--- src/rtl/log2_stream.sv ---
// rtl/log2_stream.sv - pipelined fixed-point log2 with valid/ready backpressure and channel tag
// Stages: leading-one detect, normalise, LUT fetch, interpolate; one global stall enable.
module log2_stream #(
    parameter int INPUT_WIDTH  = 18,
    parameter int INPUT_POINT  = 16,
    parameter int OUTPUT_POINT = 12,
    parameter int TABLE_WIDTH  = 4,
    parameter int CHANNELS     = 4,
    localparam int TW          = (CHANNELS > 1) ? $clog2(CHANNELS) : 1,
    localparam int OWIDTH      = $clog2(INPUT_WIDTH) + OUTPUT_POINT + 1
) (
    input  logic                   clock,
    input  logic                   reset,
    input  logic [INPUT_WIDTH-1:0] data_i,
    input  logic [TW-1:0]          chan_i,
    input  logic                   valid_i,
    output logic                   ready_o,
    output logic [OWIDTH-1:0]      log2_o,
    output logic [TW-1:0]          chan_o,
    output logic                   zero_o,
    output logic                   valid_o,
    input  logic                   ready_i
);
    localparam int PW  = $clog2(INPUT_WIDTH);
    localparam int EW  = PW + 1;
    localparam int MW  = INPUT_WIDTH - 1;
    localparam int FW  = MW - TABLE_WIDTH;
    localparam int LW  = OUTPUT_POINT + 1;
    localparam int FRW = LW + 1;
    localparam int TS  = 2 ** TABLE_WIDTH;
    localparam int IXW = TABLE_WIDTH + 1;
    localparam int PRW = LW + FW + 1;
    localparam logic [PRW-1:0] ROUND_HALF = PRW'(2 ** (FW - 1));

    // Mantissa table: LUT[k] = round(log2(1 + k/2^TABLE_WIDTH) * 2^OUTPUT_POINT)
    logic [LW-1:0] lut [0:TS];
    for (genvar k = 0; k <= TS; k++) begin : g_lut
        localparam real LV = $ln(1.0 + real'(k) / real'(TS)) / $ln(2.0) * real'(2 ** OUTPUT_POINT);
        assign lut[k] = LW'($rtoi(LV + 0.5));
    end

    logic en;
    assign en      = ~valid_o | ready_i;
    assign ready_o = en;

    // Stage 1 registers
    logic                   s1_valid_q;
    logic [INPUT_WIDTH-1:0] s1_data_q;
    logic [TW-1:0]          s1_chan_q;
    logic                   s1_zero_q;
    logic [PW-1:0]          s1_lead_q;
    logic [PW-1:0]          s1_lead_d;
    logic                   s1_zero_d;

    // Stage 2 registers
    logic                   s2_valid_q;
    logic [MW-1:0]          s2_mant_q;
    logic signed [EW-1:0]   s2_exp_q;
    logic [TW-1:0]          s2_chan_q;
    logic                   s2_zero_q;
    logic [PW-1:0]          s2_shamt;
    logic [MW-1:0]          s2_mant_d;
    logic signed [EW-1:0]   s2_exp_d;

    // Stage 3 registers
    logic                   s3_valid_q;
    logic [LW-1:0]          s3_l0_q;
    logic [LW-1:0]          s3_d_q;
    logic [FW-1:0]          s3_f_q;
    logic signed [EW-1:0]   s3_exp_q;
    logic [TW-1:0]          s3_chan_q;
    logic                   s3_zero_q;
    logic [TABLE_WIDTH-1:0] s3_idx;
    logic [LW-1:0]          s3_l0_d;
    logic [LW-1:0]          s3_l1;
    logic [LW-1:0]          s3_d_d;
    logic [FW-1:0]          s3_f_d;

    // Output registers
    logic                   out_valid_q;
    logic [OWIDTH-1:0]      out_log_q;
    logic [TW-1:0]          out_chan_q;
    logic                   out_zero_q;
    logic [PRW-1:0]         s4_prod;
    logic [FRW-1:0]         s4_frac;
    logic [OWIDTH-1:0]      s4_log_d;

    always_comb begin
        s1_lead_d = '0;
        for (int i = 0; i < INPUT_WIDTH; i++) begin
            if (data_i[i]) begin
                s1_lead_d = PW'(i);
            end
        end
        s1_zero_d = (data_i == '0);
    end

    // Shift the leading one to the MSB; the cast drops it, leaving the pure mantissa.
    always_comb begin
        s2_shamt  = PW'(INPUT_WIDTH - 1) - s1_lead_q;
        s2_mant_d = MW'(s1_data_q << s2_shamt);
        s2_exp_d  = EW'(s1_lead_q) - EW'(INPUT_POINT);
    end

    always_comb begin
        s3_idx  = s2_mant_q[MW-1 -: TABLE_WIDTH];
        s3_f_d  = s2_mant_q[FW-1:0];
        s3_l0_d = lut[{1'b0, s3_idx}];
        s3_l1   = lut[{1'b0, s3_idx} + IXW'(1)];
        s3_d_d  = s3_l1 - s3_l0_d;
    end

    always_comb begin
        s4_prod  = PRW'(s3_d_q) * PRW'(s3_f_q);
        s4_frac  = FRW'(s3_l0_q) + FRW'((s4_prod + ROUND_HALF) >> FW);
        s4_log_d = {s3_exp_q, {OUTPUT_POINT{1'b0}}} + OWIDTH'(s4_frac);
        if (s3_zero_q) begin
            s4_log_d = {1'b1, {(OWIDTH-1){1'b0}}};
        end
    end

    always_ff @(posedge clock or posedge reset) begin
        if (reset) begin
            s1_valid_q  <= 1'b0;
            s1_data_q   <= '0;
            s1_chan_q   <= '0;
            s1_zero_q   <= 1'b0;
            s1_lead_q   <= '0;
            s2_valid_q  <= 1'b0;
            s2_mant_q   <= '0;
            s2_exp_q    <= '0;
            s2_chan_q   <= '0;
            s2_zero_q   <= 1'b0;
            s3_valid_q  <= 1'b0;
            s3_l0_q     <= '0;
            s3_d_q      <= '0;
            s3_f_q      <= '0;
            s3_exp_q    <= '0;
            s3_chan_q   <= '0;
            s3_zero_q   <= 1'b0;
            out_valid_q <= 1'b0;
            out_log_q   <= '0;
            out_chan_q  <= '0;
            out_zero_q  <= 1'b0;
        end else if (en) begin
            // Bubbles advance as bubbles; payload registers only load behind a valid.
            s1_valid_q <= valid_i;
            if (valid_i) begin
                s1_data_q <= data_i;
                s1_chan_q <= chan_i;
                s1_zero_q <= s1_zero_d;
                s1_lead_q <= s1_lead_d;
            end
            s2_valid_q <= s1_valid_q;
            if (s1_valid_q) begin
                s2_mant_q <= s2_mant_d;
                s2_exp_q  <= s2_exp_d;
                s2_chan_q <= s1_chan_q;
                s2_zero_q <= s1_zero_q;
            end
            s3_valid_q <= s2_valid_q;
            if (s2_valid_q) begin
                s3_l0_q   <= s3_l0_d;
                s3_d_q    <= s3_d_d;
                s3_f_q    <= s3_f_d;
                s3_exp_q  <= s2_exp_q;
                s3_chan_q <= s2_chan_q;
                s3_zero_q <= s2_zero_q;
            end
            out_valid_q <= s3_valid_q;
            if (s3_valid_q) begin
                out_log_q  <= s4_log_d;
                out_chan_q <= s3_chan_q;
                out_zero_q <= s3_zero_q;
            end
        end
    end

    assign valid_o = out_valid_q;
    assign log2_o  = out_log_q;
    assign chan_o  = out_chan_q;
    assign zero_o  = out_zero_q;

endmodule

--- config.mk ---
export PLATFORM = sky130hd
export DESIGN_NAME = log2_stream
export DESIGN_NICKNAME = d
export VERILOG_FILES = /design/src/rtl/log2_stream.sv
export SDC_FILE = /design/constraint.sdc
export NUM_CORES = 1
export LEC_CHECK = 0
export BUFFER_PORTS_ARGS = -buffer_cell sky130_fd_sc_hd__buf_2
export CORE_MARGIN = 2
export CORE_UTILIZATION = 30
export CTS_CLUSTER_DIAMETER = 60
export DETAILED_ROUTE_END_ITERATION = 10
export SLEW_MARGIN = 20
export SYNTH_ARGS = -nofsm -noshare
export SYNTH_HDL_FRONTEND = slang
export SYNTH_SLANG_ARGS = --single-unit
--- constraint.sdc ---
create_clock -name clock -period 13.16 [get_ports clock]
set_input_delay 1.316 -clock clock [delete_from_list [all_inputs] [get_ports clock]]
set_output_delay 1.316 -clock clock [all_outputs]
set_load 0.03 [all_outputs]
==> impl_metrics.yaml <==
grt:
  grt_max_degree: 69
  antenna_found_initial: 0
  overflow: 0
  grt_pass1_wl_um: 48300
  grt_pass1_vias: 9338
  grt.total_usage_pct: 13.7
floorplanning:
  rows: 74
  die-width_um: 207
  coreArea_um2: 40700
  dieArea_um2: 42900
  die_h_um: 207
  start_util_pct: 30.4
  ioPinCount: 47
layout:
  finalNetCount: 1579
  areaGrowthSynthToFinish_pct: 10.4
  antenna_cells: 0
  layout-drive-gt1-share_pct: 11.9
  final_cell_mix: "nand2_1 (172), inv_1 (141), ha_1 (128)"
  final_common_cell: "nand2_1"
  final_core_util_pct: 33.5
timing:
  layout_min_cycle_time_ps: 8850
  fmax_ghz: 0.113
  rsz0062_at_grt: "no"
  fin_tns_setup_ps: 0
  fin_worst_skew_ps: 10.7
  tightestPinTransition_ps: 954
  maxSlewViolCount: 0
  min_period_over_period_pct: 67.3
  final_hold_viol_count: 0
  slew_headroom_pct: 36.2
  finalSetupViolCount: 0
synthesis:
  yosysTopAreaCell: "dfrtp_1"
  syn_nets: 1571
  synth_seq_cells: 121
  synth.distinct_cells: 60
  syn_area_per_cell_um2: 9.55
  synth_top_area_share_pct: 24.5
  yosys_warnings: 0
  synthArstFlopShare_pct: 100
  synth_cells: 1295
  ys.flop_type: "dfrtp_1"
  syn_area_um2: 12400
  synth_seq_area_share_pct: 24.5
  synth_edf_count: 0
  synth_area_leaders: "dfrtp_1 (24%), fa_1 (20%), ha_1 (13%)"
place:
  detailed_place_hpwl_um: 22200
  port_buffers: 46
  place_congestion: 0.864
run:
  max_cap_violations: 0
clock_tree:
  insertion_delay_ps: 430
  cts_setup_buffers: 0
  cts_tree: "built"
  cts.sinks: 121
  ctsResizeCount: 0
  clkTransAtPathRegs_ps: 60
  numCtsBuffers: 17
  cts_max_path_buffers: 2
  ctsHoldBuffers: 0
  htree_levels: 4
  root_buffer: "clkbuf_16"
critical_path:
  start_kind: "register"
  crit_path_frequent_cell: "fa_1"
  r2r_end: "log2_o[16]$_DFFE_PP0P_"
  cp.buffers_inverters: 4
  rrSetupSlack_ps: 4310
  cpPeakStageDelay_ps: 570
  critical_path_class: "register to register"
  critPathCaptureType: "register"
  worstPathArrival_ps: 9170
  r2r_cells: 34
  crit_family: "adder cells"
  r2r_start: "s3_d_q[6]$_DFFE_PP0P_"
  critPathRequiredTime_ps: 13470
  slowest_stage: "dfrtp_1"
  path_max_fanout: 14
worst_hold_path:
  hold_path_class: "register to register"
  min_from: "log2_o[12]$_DFFE_PP0P_"
  hold_path_depth: 2
  hold_end: "log2_o[12]$_DFFE_PP0P_"
detailed_routing:
  wl_um: 28200
  ant_nets: 0
  drc: 0
  drt-initial-drc-count: 486
  via_per_inst: 4.83
  dr.pass1.iters: 5
  avgRoutedWirePerCell_um: 15.3
  vias: 8930
run_status:
  status: "complete, no violations"
-- routing by layer --
layer	up-vias	wire [µm]	global-route usage, %
met5	-	0	0
met4	0	544	3.65
met3	37	869	2.14
met2	153	13400	22.4
met1	4427	13400	18.8
li1	4313	-	-
-- final cells by class --
type | instances | area [µm²]
tap | 532 | 666
timing repair buffer | 49 | 253
sequential | 121 | 3030
inverter | 144 | 543
clock inverter | 14 | 148
clock buffer | 18 | 439
multi-input combinational | 970 | 8580
fill | 4142 | 27100
-- through the flow --
step | hold WS, ps | area, µm² | cells | setup WS [ps]
floorplan | 436 | 12400 | 1295 | 5000
global placement | 451 | 13100 | 1816 | 4550
detailed placement | 462 | 13100 | 1816 | 4280
CTS | 477 | 13700 | 1848 | 4270
global route | 509 | 13700 | 1848 | 3710
finish | 475 | 13700 | 1848 | 4310
-- cells by family after synthesis --
logic type | share of synthesized area, %
AOI/OAI and AO/OA | 10.8
xor gates and xnor gates | 2.76
adders and majority gates | 33.0
buffers and inverters | 6.22
DFF | 24.5
muxes | 7.39
and+or+nand+nor | 15.4
-- Yosys cell counts (3+ instances only) --
master	count
nand2_1	175
inv_1	142
ha_1	128
fa_1	124
dfrtp_1	121
and2_1	88
o21ai_0	66
nor2_1	59
clkbuf_1	52
mux2_2	51
a21oi_1	34
nor3_1	25
xnor2_1	23
a22o_1	20
mux2i_1	16
xor2_1	16
nand3_1	14
o21a_1	12
o31ai_1	12
nor2b_1	10
mux4_2	8
nand2b_1	8
a211oi_1	7
a21o_1	6
a31oi_1	6
buf_1	5
o211ai_1	5
o21bai_1	5
or3_1	5
a21boi_0	4
and3_1	4
nand4_1	4
o22ai_1	4
o41ai_1	3
or4_1	3
-- worst min-delay path, cell delays in order (launching register included) --
cell     delay, ps
dfrtp_1        330
nand2_1         40
o21ai_0         60
-- worst max path at each step --
| stage | from | endpoint | slack [ps] | cells past startpoint |
|---|---|---|---|---|
| global placement | s3_d_q[5]$_DFFE_PP0P_ | log2_o[16]$_DFFE_PP0P_ | 4550 | 37 |
| floorplan | s3_f_q[2]$_DFFE_PP0P_ | log2_o[16]$_DFFE_PP0P_ | 5000 | 35 |
| global route | s3_d_q[6]$_DFFE_PP0P_ | log2_o[16]$_DFFE_PP0P_ | 3710 | 37 |
| finish | s3_d_q[6]$_DFFE_PP0P_ | log2_o[16]$_DFFE_PP0P_ | 4310 | 34 |
| detailed placement | s3_d_q[6]$_DFFE_PP0P_ | log2_o[16]$_DFFE_PP0P_ | 4280 | 34 |
| CTS | s3_d_q[5]$_DFFE_PP0P_ | log2_o[16]$_DFFE_PP0P_ | 4270 | 34 |
-- sequential cells by signal, indices dropped and copies added, names as in the netlist --
name / cells
s1_data_q: 17
s3_valid_q: 1
s2_mant_q: 17
s1_lead_q: 5
zero_o: 1
valid_o: 1
chan_o: 2
s1_valid_q: 1
s1_zero_q: 1
log2_o: 18
s3_d_q: 13
s2_exp_q: 5
s3_chan_q: 2
s1_chan_q: 2
s2_valid_q: 1
s3_exp_q: 5
s2_zero_q: 1
s3_f_q: 13
s2_chan_q: 2
s3_l0_q: 12
s3_zero_q: 1
Power is left out: the tool's default activity adds up to more than one toggle a clock period on the data nets, which glitch-free logic cannot reach.
